===== config.mk =====
export PLATFORM = sky130hd
export DESIGN_NAME = gpio_input_unit
export DESIGN_NICKNAME = d
export VERILOG_FILES = /design/src/rtl/gpio_input_unit_pkg.sv /design/src/rtl/gpio_sync_edge.sv /design/src/rtl/gpio_input_unit.sv
export SDC_FILE = /design/constraint.sdc
export NUM_CORES = 1
export LEC_CHECK = 0
export BUFFER_PORTS_ARGS = -buffer_cell sky130_fd_sc_hd__buf_2
export CAP_MARGIN = 0
export CORE_MARGIN = 2
export CORE_UTILIZATION = 46
export CTS_BUF_LIST = sky130_fd_sc_hd__clkbuf_4
export DETAILED_ROUTE_END_ITERATION = 6
export PLACE_DENSITY = 0.77
export SKIP_LAST_GASP = 1
export SYNTH_ARGS = -nofsm -noshare
export SYNTH_HDL_FRONTEND = slang
export SYNTH_SLANG_ARGS = --single-unit

===== constraint.sdc =====
create_clock -name clk -period 0.9 [get_ports clk]
set_input_delay 0.135 -clock clk [delete_from_list [all_inputs] [get_ports clk]]
set_output_delay 0.135 -clock clk [all_outputs]
set_load 0.05 [all_outputs]

===== src/rtl/gpio_input_unit_pkg.sv =====
// Shared constants and helpers for the GPIO input unit.
// Flag/enable bit positions and default geometry.
package gpio_input_unit_pkg;

  localparam int DATA_WIDTH_DEF  = 8;
  localparam int SYNC_STAGES_DEF = 2;

  localparam int PCIF0_BIT = 0;
  localparam int PCIF1_BIT = 1;
  localparam int PCIE0_BIT = 0;
  localparam int PCIE1_BIT = 1;

  // A set in the same cycle as a clear wins, so no change event is lost.
  function automatic logic flag_next(
    input logic cur,
    input logic set,
    input logic clr
  );
    return set | (cur & ~clr);
  endfunction

endpackage


===== src/rtl/gpio_sync_edge.sv =====
// Per-port pin synchroniser, previous-sample register
// and masked any-edge change detect.
module gpio_sync_edge #(
  parameter int DATA_WIDTH  = 8,
  parameter int SYNC_STAGES = 2
) (
  input  logic                  clk,
  input  logic                  reset,
  input  logic [DATA_WIDTH-1:0] i_pin,
  input  logic [DATA_WIDTH-1:0] i_mask,
  output logic [DATA_WIDTH-1:0] o_pin,
  output logic                  o_chg
);

  logic [SYNC_STAGES-1:0][DATA_WIDTH-1:0] r_sync;
  logic [DATA_WIDTH-1:0]                  r_prev;
  logic [DATA_WIDTH-1:0]                  w_diff;

  // r_sync[0] is the raw capture, the top stage is the usable level.
  always_ff @(posedge clk) begin
    if (!reset) begin
      r_sync <= '0;
      r_prev <= '0;
    end else begin
      r_sync <= {r_sync[SYNC_STAGES-2:0], i_pin};
      r_prev <= r_sync[SYNC_STAGES-1];
    end
  end

  assign o_pin  = r_sync[SYNC_STAGES-1];
  assign w_diff = o_pin ^ r_prev;
  assign o_chg  = |(w_diff & i_mask);

endmodule


===== src/rtl/gpio_input_unit.sv =====
// GPIO input side: PINA/PINB synchronisation and
// pin-change interrupt flags PCIF0/PCIF1.
module gpio_input_unit
  import gpio_input_unit_pkg::*;
#(
  parameter int DATA_WIDTH  = DATA_WIDTH_DEF,
  parameter int SYNC_STAGES = SYNC_STAGES_DEF
) (
  input  logic                  clk,
  input  logic                  reset,
  input  logic [DATA_WIDTH-1:0] pa_pin,
  input  logic [DATA_WIDTH-1:0] pb_pin,
  input  logic [DATA_WIDTH-1:0] mem_pcmsk0,
  input  logic [DATA_WIDTH-1:0] mem_pcmsk1,
  input  logic [1:0]            mem_pcicr,
  input  logic                  pcifr_wr,
  input  logic [1:0]            pcifr_wdata,
  input  logic [1:0]            irq_ack,
  output logic [DATA_WIDTH-1:0] pina,
  output logic [DATA_WIDTH-1:0] pinb,
  output logic [1:0]            pcif,
  output logic [1:0]            pcint_req
);

  localparam int PRIME = SYNC_STAGES + 1;
  localparam int CW    = $clog2(PRIME + 1);

  logic [CW-1:0] r_prime;
  logic [1:0]    r_pcif;
  logic          w_primed;
  logic          w_chg_a;
  logic          w_chg_b;
  logic [1:0]    w_set;
  logic [1:0]    w_clr;

  gpio_sync_edge #(
    .DATA_WIDTH (DATA_WIDTH),
    .SYNC_STAGES(SYNC_STAGES)
  ) u_sync_a (
    .clk   (clk),
    .reset (reset),
    .i_pin (pa_pin),
    .i_mask(mem_pcmsk0),
    .o_pin (pina),
    .o_chg (w_chg_a)
  );

  gpio_sync_edge #(
    .DATA_WIDTH (DATA_WIDTH),
    .SYNC_STAGES(SYNC_STAGES)
  ) u_sync_b (
    .clk   (clk),
    .reset (reset),
    .i_pin (pb_pin),
    .i_mask(mem_pcmsk1),
    .o_pin (pinb),
    .o_chg (w_chg_b)
  );

  // Hold off detection until the pipeline holds real pin samples.
  assign w_primed = (r_prime == CW'(PRIME));

  assign w_set[PCIF0_BIT] = w_chg_a & w_primed;
  assign w_set[PCIF1_BIT] = w_chg_b & w_primed;
  assign w_clr = irq_ack | ({2{pcifr_wr}} & pcifr_wdata);

  always_ff @(posedge clk) begin
    if (!reset) begin
      r_prime <= '0;
      r_pcif  <= '0;
    end else begin
      if (!w_primed)
        r_prime <= r_prime + CW'(1);
      for (int k = 0; k < 2; k++)
        r_pcif[k] <= flag_next(r_pcif[k], w_set[k], w_clr[k]);
    end
  end

  assign pcif = r_pcif;
  assign pcint_req[PCIF0_BIT] = r_pcif[PCIF0_BIT] & mem_pcicr[PCIE0_BIT];
  assign pcint_req[PCIF1_BIT] = r_pcif[PCIF1_BIT] & mem_pcicr[PCIE1_BIT];

endmodule


==> results.yml <==
logic_synthesis:
  synth_top_family_by_area: "simple AND/OR/NAND/NOR gates"
  synth.mux.area_fraction: 0.00557
  ys_ff_latch: 52
  syn_area_um2: 1800
  postSynthAreaPerCell_um2: 11.2
  synth_xor_area_frac: 0.0829
  syn_inst: 161
  synth_compound_area_frac: 0.0488
  yosysSeqAreaShare: 0.580
  ys_warn_count: 0
  synth-simple-area-share: 0.199
  synthAdderAreaFrac: 0.00697
  ys_types: 17
  synth_nets: 203
timing:
  timing.hold.ws_ps: 64.8
  max_freq_ghz: 0.884
  setup_violations: 22
  report.final.slew_viol_count: 0
  hold_viol_final: 0
  rsz0062_at_grt: "yes"
  finClkSkew_ps: 8.69
  setup_slack_ps: -232
  max_slew_margin: 0.877
  fin_crit_ps: 1130
  tightestPinTransition_ps: 185
  final.period_utilization: 1.26
setup_path:
  worst_r2r_path_depth: 4
  cp-end-kind: "output port"
  r2r-end: "pcif[1]"
  required_ps: 760
  rrSetupSlack_ps: -190
  critical_path_depth: 2
  cp.arrival_ps: 1000
  crit_type: "register to output port"
  r2r_start: "u_sync_b.o_pin[4]"
  critPathSlowestCell: "dfxtp_2"
  crit_end: "pcint_req[0]"
  path_cells: "and2_4, buf_8"
  critical_path.top_delay_family: "flip-flops"
  cp-startpoint: "pcif[0]"
  crit_buf_inv: 1
  cp_max_fo: 2
  max_stage_delay_ps: 370
  cp-start-kind: "register"
placement:
  portBuffers: 60
  dpl.cell_count: 260
  place_area_um2: 2120
  place_ws_ps: -176
  dp_hpwl_mm: 2.11
  gp_routability_congestion: 0.708
layout:
  mostFrequentLayoutCells: "and2_1 (48), buf_2 (40), dfxtp_1 (32), buf_8 (19), dlygate4sd3_1 (18)"
  n_antenna_cell: 0
  nets: 283
  layout_commonest_cell: "and2_1"
  instances_no_fill: 289
  design_area_um2: 2690
  drive_gt1_frac: 0.461
  syn2layout_area_growth_pct: 49.5
floorplanning:
  coreArea_um2: 3720
  start_util: 0.483
  dieHeight_um: 66.5
  pin_count: 61
  die_area_um2: 4420
  num_rows: 22
  die_x_um: 66.5
cts:
  numClockSinks: 52
  clkTransAtPathRegs_ps: 130
  htree_levels: 2
  cts_buffer_depth: 2
  root_buffer: "clkbuf_4"
  numCtsBuffers: 5
  clkLatencyLatePin_ps: 360
  cts_tree: "done"
detailed_routing:
  wl_met3_um: 173
  top_layer_used: "met4"
  first_pass_iters: 2
  antenna_left: 0
  wl_met1_mm: 1.37
  vias: 1271
  viasPerCell: 4.40
  wl_met2_mm: 1.80
  drtIter0Drc: 31
  wl_per_cell_um: 11.7
  post-route-drc-count: 0
  totalWireLength_mm: 3.39
power:
  vdd_drop_max_v: 0.00115
  p_leak_nw: 1.26
  powerDensity_nw_per_um2: 1540
grt:
  first_global_vias: 1310
  grt_max_degree: 25
  grt_pass1_wl_mm: 5.41
  antenna_found_initial: 0
  grt_overflow: 0
  track_usage: 0.167
hold_path:
  hold_start: "pcifr_wdata[0]"
  hold_class: "primary input to register"
outcome:
  status: "finished with violations"
  violations: "setup timing"
flow_run:
  maxCapViolations: 0
[repair_timing]
action / CTS / global route
hold endpoints to repair: 18 / 0
buffers inserted: 3 / 1
resized for setup: 88 / 10
hold buffers: 18 / 0
pin swaps: 4 / 4
gates cloned: 0 / 0
endpoints found under the setup margin: 24 / 24
[worst min-delay path by stage]
stage / to / slack [ps] / depth (start not counted)
2_1_floorplan: pcif[1] / 220 / 1
3_3_place_gp: pcif[0] / 310 / 2
3_5_place_dp: pcif[0] / 320 / 2
4_1_cts: pcif[0] / 50 / 4
5_1_grt: pcif[0] / 80 / 3
6_report: pcif[0] / 60 / 4
[metal layers]
layer / vias up / global-route usage
li1: 660 / -
met5: - / 0
met3: 5 / 0.0591
met4: 0 / 0.0612
met1: 571 / 0.169
met2: 35 / 0.313
[registers in the layout, summed over array words and instances (netlist names)]
signal	flops
u_sync_a.o_pin	8
u_sync_a.r_prev	8
u_sync_a.r_sync	8
u_sync_b.o_pin	8
u_sync_b.r_prev	8
u_sync_b.r_sync	8
pcif	2
r_prime	2
[cell usage after synthesis]
master    number  area share
and2_1        50        0.17
and2_2         1      0.0042
nand2_1        3      0.0063
a22oi_1        8       0.033
dfxtp_1       52        0.58
xor2_1        16       0.078
nand3_1        2      0.0056
buf_4         16       0.067
o21ai_1        1      0.0028
o22ai_2        1      0.0070
ha_1           1      0.0070
xnor2_1        1      0.0049
clkbuf_1       5       0.010
and4_1         1      0.0049
a41o_1         1      0.0056
mux2i_1        1      0.0056
nor2b_1        1      0.0035
[final cells by class]
class,instances,area (um2)
tap,48,60.1
timing repair buffer,94,843
sequential,52,1080
multi-input combinational,88,651
clock buffer,5,37.5
clock inverter,2,12.5
fill,268,1030
[power by group]
part	internal (mW)	switching, mW	leakage [nW]
Clock	0.286	0.670	0.0271
Combinational	0.395	0.302	0.792
Sequential	2.42	0.0676	0.437
[worst register-to-register path: stages (launching register included)]
cell and delay (ps):
dfxtp_2 360, xor2_1 140, a22oi_1 180, and4_1 240
o22ai_2 70
[cells by family after synthesis]
family / after synthesis
buffers and inverters: 21
xor gates and xnor gates: 17
muxes: 1
DFF: 52
and+or+nand+nor: 58
adders and majority gates: 1
AOI/OAI and AO/OA: 11
[metrics by stage]
stage	utilization	power (mW)	setup TNS (ps)
final	0.723	4.14	-3720
after global placement	0.570	3.00	-314
after CTS	0.710	4.14	-4010
after detailed placement	0.570	3.01	-344
after global routing	0.723	4.35	-4920
after floorplan	-	2.86	-167
No activity file was read; power rests on OpenSTA's default activity.
